File: src/rtl/seq_signed_divider_pkg.sv
// Shared constants and types for the sequential signed divider.
//   DW, DW_2   : operand widths (divisor/quotient/remainder, dividend)
//   ONE, ZERO  : single-bit constants for quotient bit insertion
//   CNT_W      : width of the restoring-step counter
//   state_t    : FSM encoding (IDLE, CHECK, SHIFT, FIX, DONE)
//   Q_MAX/Q_MIN: largest positive / most negative DW-bit quotient
package seq_signed_divider_pkg;

  localparam int DW    = 4;
  localparam int DW_2  = 2 * DW;
  localparam logic ONE  = 1'b1;
  localparam logic ZERO = 1'b0;

  localparam int CNT_W = $clog2(DW);

  typedef logic [2:0] state_t;
  localparam state_t IDLE  = 3'd0;
  localparam state_t CHECK = 3'd1;
  localparam state_t SHIFT = 3'd2;
  localparam state_t FIX   = 3'd3;
  localparam state_t DONE  = 3'd4;

  localparam logic [DW-1:0] Q_MAX = {1'b0, {(DW-1){1'b1}}};
  localparam logic [DW-1:0] Q_MIN = {1'b1, {(DW-1){1'b0}}};

endpackage

File: src/rtl/seq_signed_divider_div_control.sv
// Sequencer for the signed divider: FSM, restoring-step counter, busy/done.
// Ports:
//   clk, rst  : clock, asynchronous active-high reset
//   start     : request, only honoured in IDLE
//   chk_err   : divide-by-zero / overflow detected while in CHECK
//   state     : current FSM state, drives the datapath
//   busy      : high in CHECK, SHIFT and FIX
//   done      : high for the single DONE cycle
module div_control
  import seq_signed_divider_pkg::*;
(
  input  logic   clk,
  input  logic   rst,
  input  logic   start,
  input  logic   chk_err,
  output state_t state,
  output logic   busy,
  output logic   done
);

  state_t           state_reg, state_next;
  logic [CNT_W-1:0] count_reg, count_next;

  always_comb begin
    state_next = state_reg;
    count_next = count_reg;
    case (state_reg)
      IDLE:  if (start) state_next = CHECK;
      CHECK: begin
        if (chk_err) begin
          state_next = DONE;
        end else begin
          state_next = SHIFT;
          count_next = CNT_W'(DW - 1);
        end
      end
      SHIFT: begin
        // The step at count==0 is the last of DW steps.
        if (count_reg == '0) state_next = FIX;
        else                 count_next = count_reg - CNT_W'(1);
      end
      FIX:     state_next = DONE;
      DONE:    state_next = IDLE;
      default: state_next = IDLE;
    endcase
  end

  always_ff @(posedge clk or posedge rst) begin
    if (rst) begin
      state_reg <= IDLE;
      count_reg <= '0;
    end else begin
      state_reg <= state_next;
      count_reg <= count_next;
    end
  end

  assign state = state_reg;
  assign busy  = (state_reg == CHECK) || (state_reg == SHIFT) || (state_reg == FIX);
  assign done  = (state_reg == DONE);

endmodule

File: src/rtl/seq_signed_divider.sv
// Sequential signed restoring divider: DW_2-bit dividend / DW-bit divisor,
// one quotient bit per clock, quotient truncated toward zero, remainder
// carrying the dividend's sign.
// Ports:
//   clk, rst   : clock, asynchronous active-high reset
//   start      : request, sampled in IDLE; operands latched on that edge
//   dividend   : DW_2-bit two's-complement dividend
//   divisor    : DW-bit two's-complement divisor
//   busy       : operation in progress
//   done       : one-cycle completion pulse; results valid from here on
//   err        : divide-by-zero or quotient overflow
//   sign       : quotient sign
//   quotient   : DW-bit two's-complement quotient
//   remainder  : DW-bit two's-complement remainder
// Build option: define DIV_SATURATE_EN to saturate the quotient on err
// (otherwise it reads 0).
module seq_signed_divider
  import seq_signed_divider_pkg::*;
(
  input  logic            clk,
  input  logic            rst,
  input  logic            start,
  input  logic [DW_2-1:0] dividend,
  input  logic [DW-1:0]   divisor,
  output logic            busy,
  output logic            done,
  output logic            err,
  output logic            sign,
  output logic [DW-1:0]   quotient,
  output logic [DW-1:0]   remainder
);

`ifdef DIV_SATURATE_EN
  localparam logic [DW-1:0] ERR_Q_POS = Q_MAX;
  localparam logic [DW-1:0] ERR_Q_NEG = Q_MIN;
`else
  localparam logic [DW-1:0] ERR_Q_POS = '0;
  localparam logic [DW-1:0] ERR_Q_NEG = '0;
`endif

  state_t state;
  logic   chk_err;

  logic [DW_2-1:0] dividend_reg;
  logic [DW-1:0]   divisor_reg;
  logic            dvd_neg_reg, dvs_neg_reg;
  logic [DW:0]     dvs_mag_reg;
  logic [DW-1:0]   rem_reg;   // partial remainder, always < |divisor|
  logic [DW-1:0]   q_reg;     // low dividend bits shifting out, quotient bits in
  logic            err_reg, sign_reg;
  logic [DW-1:0]   quotient_reg, remainder_reg;

  div_control u_ctrl (
    .clk     (clk),
    .rst     (rst),
    .start   (start),
    .chk_err (chk_err),
    .state   (state),
    .busy    (busy),
    .done    (done)
  );

  // One extra bit on each magnitude so -2^(DW_2-1) and -2^(DW-1) fit.
  logic [DW_2:0] dvd_ext, dvd_mag;
  logic [DW:0]   dvs_ext, dvs_mag;

  assign dvd_ext = {dividend_reg[DW_2-1], dividend_reg};
  assign dvd_mag = dividend_reg[DW_2-1] ? -dvd_ext : dvd_ext;
  assign dvs_ext = {divisor_reg[DW-1], divisor_reg};
  assign dvs_mag = divisor_reg[DW-1] ? -dvs_ext : dvs_ext;

  // If the upper half already reaches |divisor| the unsigned quotient needs
  // more than DW bits.
  assign chk_err = (divisor_reg == '0) || (dvd_mag[DW_2:DW] >= dvs_mag);

  // Restoring step: shift one dividend bit into the partial remainder and
  // trial-subtract; the extra top bit of the difference is its borrow.
  logic [DW:0]   step_shift;
  logic [DW+1:0] step_diff;

  assign step_shift = {rem_reg, q_reg[DW-1]};
  assign step_diff  = {1'b0, step_shift} - {1'b0, dvs_mag_reg};

  // Negative quotients may reach one further than positive ones.
  logic q_neg, fix_ovf;

  assign q_neg   = dvd_neg_reg ^ dvs_neg_reg;
  assign fix_ovf = q_neg ? (q_reg > Q_MIN) : (q_reg > Q_MAX);

  always_ff @(posedge clk or posedge rst) begin
    if (rst) begin
      dividend_reg  <= '0;
      divisor_reg   <= '0;
      dvd_neg_reg   <= 1'b0;
      dvs_neg_reg   <= 1'b0;
      dvs_mag_reg   <= '0;
      rem_reg       <= '0;
      q_reg         <= '0;
      err_reg       <= 1'b0;
      sign_reg      <= 1'b0;
      quotient_reg  <= '0;
      remainder_reg <= '0;
    end else begin
      case (state)
        IDLE: begin
          if (start) begin
            dividend_reg <= dividend;
            divisor_reg  <= divisor;
          end
        end
        CHECK: begin
          dvd_neg_reg <= dividend_reg[DW_2-1];
          dvs_neg_reg <= divisor_reg[DW-1];
          dvs_mag_reg <= dvs_mag;
          rem_reg     <= dvd_mag[DW_2-1:DW];
          q_reg       <= dvd_mag[DW-1:0];
          if (chk_err) begin
            err_reg       <= 1'b1;
            sign_reg      <= dividend_reg[DW_2-1] ^ divisor_reg[DW-1];
            quotient_reg  <= (dividend_reg[DW_2-1] ^ divisor_reg[DW-1]) ? ERR_Q_NEG : ERR_Q_POS;
            remainder_reg <= '0;
          end
        end
        SHIFT: begin
          if (!step_diff[DW+1]) begin
            rem_reg <= step_diff[DW-1:0];
            q_reg   <= {q_reg[DW-2:0], ONE};
          end else begin
            rem_reg <= step_shift[DW-1:0];
            q_reg   <= {q_reg[DW-2:0], ZERO};
          end
        end
        FIX: begin
          if (fix_ovf) begin
            err_reg       <= 1'b1;
            sign_reg      <= q_neg;
            quotient_reg  <= q_neg ? ERR_Q_NEG : ERR_Q_POS;
            remainder_reg <= '0;
          end else begin
            err_reg       <= 1'b0;
            sign_reg      <= q_neg && (q_reg != '0);
            quotient_reg  <= q_neg ? -q_reg : q_reg;
            remainder_reg <= dvd_neg_reg ? -rem_reg : rem_reg;
          end
        end
        default: ;
      endcase
    end
  end

  assign err       = err_reg;
  assign sign      = sign_reg;
  assign quotient  = quotient_reg;
  assign remainder = remainder_reg;

endmodule

File: config.mk
export PLATFORM = sky130hd
export DESIGN_NAME = seq_signed_divider
export DESIGN_NICKNAME = d
export VERILOG_FILES = /design/src/rtl/seq_signed_divider_pkg.sv /design/src/rtl/seq_signed_divider_div_control.sv /design/src/rtl/seq_signed_divider.sv
export SDC_FILE = /design/constraint.sdc
export NUM_CORES = 1
export LEC_CHECK = 0
export BUFFER_PORTS_ARGS = -buffer_cell sky130_fd_sc_hd__buf_2
export CAP_MARGIN = 20
export CELL_PAD_IN_SITES_DETAIL_PLACEMENT = 0
export CELL_PAD_IN_SITES_GLOBAL_PLACEMENT = 2
export CORE_ASPECT_RATIO = 0.9
export CORE_MARGIN = 3
export CORE_UTILIZATION = 39
export CTS_BUF_LIST = sky130_fd_sc_hd__clkbuf_2 sky130_fd_sc_hd__clkbuf_4 sky130_fd_sc_hd__clkbuf_8
export CTS_CLUSTER_DIAMETER = 100
export DETAILED_ROUTE_END_ITERATION = 8
export GPL_ROUTABILITY_DRIVEN = 0
export PLACE_DENSITY_LB_ADDON = 0.1
export SLEW_MARGIN = 20
export SYNTH_ARGS = -nofsm -noshare
export SYNTH_HDL_FRONTEND = slang
export SYNTH_HIERARCHICAL = 1
export SYNTH_SLANG_ARGS = --single-unit
File: constraint.sdc
create_clock -name clk -period 3.8 [get_ports clk]
set_input_delay 0.76 -clock clk [delete_from_list [all_inputs] [get_ports clk]]
set_output_delay 0.76 -clock clk [all_outputs]
set_load 0.02 [all_outputs]
==> reports/results.tsv <==
stage	metric	value	unit
run_status	status	finished clean	
clocking	Skew-Pair Late Insertion Delay	300	ps
worst_setup_path	Max FO, Critical Path	4	
timing	Max Freq	0.330	GHz
worst_setup_path	Worst Setup End Kind	flip-flop	
clocking	Root Driver	clkbuf_8	
timing	final setup fails	0	
die	Die Ht	80.2	um
die	io pins	27	
placed_design	Post-Place Cells	327	
grt	largest net degree at the start of global routing	38	
worst_setup_path	crit path kind	reg2reg	
cells_and_area	commonest non-fill, non-tap cell in the layout	dfrtp_1	
clocking	CTS Buffer Depth	2	
worst_setup_path	Worst Path Required	3990	ps
logic_synthesis	ys async rst share	100	%
power	Peak VDD IR	0.345	mV
placed_design	Port-buffer cells	26	
clocking	CTS tree	built	
timing	Rel. slew slack	45.8	%
cells_and_area	final core occ	47.0	%
timing	Final Worst Setup Slack	771	ps
route	# DRC	0	
clocking	TritonCTS Buffers	5	
worst_setup_path	r2r startpoint	dividend_reg[0]	
timing	Hold Vio Cnt, Final	0	
timing	RSZ-0062 raised after global routing	false	
logic_synthesis	cells after synthesis	236	
die	Die W	88.4	um
die	Initial Util	41.2	%
logic_synthesis	warnings from Yosys	6	
logic_synthesis	Syn Nets	267	
route	DR iter-0 viols	46	
logic_synthesis	Post-synth EDFFs	0	
power	total power	2.70	mW
grt	Congestion Overflow GR	0	
clocking	Clock transition at path regs	80	ps
route	Vias	1708	
route	drt first pass iters	4	
worst_setup_path	critical path data arrival time	3210	ps
cells_and_area	final std cells w/o fill	335	
worst_setup_path	CP Launch Type	flip-flop	
timing	clock skew	5.54	ps
grt	antenna violations before repair	0	
die	core area	5790	um2
grt	GR Util All Layers	15.6	%
logic_synthesis	#FFs+latches synth	42	
logic_synthesis	Synth Area per Inst	10.1	um2
power	pwr dens	993	nW/um2
cells_and_area	Ant. Diodes	0	
route	ANT nets after route	0	
cells_and_area	max FFs per register	8	
worst_setup_path	RR Endpoint	u_ctrl/count_reg[1]	
logic_synthesis	post-synthesis sequential area ratio	44.1	%
cells_and_area	most frequent cells in the layout	42 x dfrtp_1, 26 x buf_2, 24 x nand2_1	
route	drt total wl	4900	um
grt	vias in the first global route	1709	
clocking	Setup Buffers After CTS	0	
cells_and_area	layout cell share with drive strength beyond 1	19.6	%
clocking	Clock Sinks	42	
worst_setup_path	FF-to-FF path depth	13	
timing	Least-Margin Pin Slew	810	ps
die	Core Rows	26	
clocking	Post-CTS Resized	0	
cells_and_area	Syn-to-layout area delta	14.3	%
logic_synthesis	Netlist Area Pre-Place	2380	um2
cells_and_area	Final #Nets	295	
route	drt via density	5.10	
min_path	Hold WC Path Type	in2async	
timing	fin. max-slew vios	0	
grt	first-pass GRT wire length	8440	um
die	Die ar.	7090	um2
timing	Tmin final	3030	ps
clocking	H-tree depth	2	
job	max-cap violation count	0	
placed_design	detailed placer's ending HPWL	3730	um
worst_setup_path	Crit. Startpoint	dividend_reg[0]	
power	Pleak	1.29	nW
placed_design	pre-CTS setup slack	746	ps
timing	Final Cycle Share	79.7	%
logic_synthesis	most used flip-flop cell after synthesis	dfrtp_1	
route	routed length per instance	14.6	um
clocking	hold bufs inserted after CTS	0	
timing	setup_tns	0	ps
worst_setup_path	Worst R2R Setup Slack	770	ps
logic_synthesis	Unique masters post-synth	46	
==> cell type report <==
| cell class | instances | area, um2 |
|---|---|---|
| clock buffers | 6 | 82.6 |
| clock inverters | 2 | 60.1 |
| fillers | 594 | 3070 |
| inverters | 20 | 75.1 |
| multi-input cells | 167 | 1220 |
| flip-flops and latches | 42 | 1050 |
| well taps | 70 | 87.6 |
| repair buffers | 28 | 145 |
==> per-stage QoR <==
stage | hold slack, ps | area (um2)
floorplan | 450 | 2380
global placement | 467 | 2580
detailed placement | 473 | 2580
CTS | 365 | 2720
global route | 368 | 2720
finish | 360 | 2720
==> cell usage after synthesis (2+ instances only) <==
cell type | count | area share (%)
o211ai_1 | 2 | 0.63
a21oi_1 | 5 | 1.0
inv_1 | 20 | 3.1
xor2_1 | 3 | 1.1
a22oi_1 | 4 | 1.3
buf_2 | 4 | 0.84
nor3_1 | 5 | 1.0
a22o_1 | 6 | 2.2
o21ai_1 | 7 | 1.5
o2bb2ai_1 | 2 | 0.74
nand2b_1 | 7 | 1.8
nor2_1 | 14 | 2.2
nand3_1 | 6 | 1.3
mux2i_1 | 7 | 2.9
clkbuf_1 | 2 | 0.32
ha_1 | 15 | 7.9
a21o_1 | 2 | 0.63
nor2b_1 | 4 | 1.0
dfrtp_1 | 42 | 44
nand2_1 | 24 | 3.8
mux2_2 | 8 | 3.8
xnor2_1 | 8 | 2.9
conb_1 | 2 | 0.32
o31ai_1 | 2 | 0.63
mux2_1 | 2 | 0.94
o21ai_0 | 13 | 2.7
==> power breakdown <==
part           switching, mW  leakage, nW  total (mW)  internal [mW]
sequential             0.249        0.519       0.897          0.648
combinational          0.746        0.700        1.36          0.617
clock                  0.164       0.0714       0.444          0.280
==> worst max-delay path, cell delays in order (launching register included) <==
cell and delay (ps):
dfrtp_1 410, inv_1 100, ha_1 160, or3b_4 390, o31ai_2 200, xnor2_1 190
ha_1 290, a21oi_1 110, o21ai_0 80, nand3_1 150, nand2b_1 80, nor2_1 170
a32o_1 230, mux2_2 350
==> layer usage <==
layer	up-vias	track usage, %	wire length, um
met4	0	4.08	45
li1	871	-	-
met2	30	23.3	2120
met5	-	0	0
met1	803	22.4	2540
met3	4	3.69	191
==> worst max path at each step <==
| stage | slack [ps] | endpoint | cells past startpoint |
|---|---|---|---|
| 6_report | 770 | u_ctrl/count_reg[1] | 13 |
| 5_1_grt | 540 | u_ctrl/count_reg[1] | 13 |
| 4_1_cts | 730 | u_ctrl/count_reg[1] | 13 |
| 3_5_place_dp | 750 | u_ctrl/count_reg[1] | 13 |
| 3_3_place_gp | 810 | u_ctrl/count_reg[1] | 13 |
| 2_1_floorplan | 1000 | u_ctrl/count_reg[0] | 13 |
==> cell families after synthesis <==
group / count (synthesis) / synth area share, %
compound gates: 52 / 15.4
mux: 17 / 7.66
xor+xnor: 12 / 4.72
flops: 42 / 44.1
fa+ha+maj: 16 / 8.71
buf+inv: 27 / 4.62
other cells: 2 / 0.315
simple gates: 68 / 14.5
Note: power is estimated with default switching activity, not from simulation.
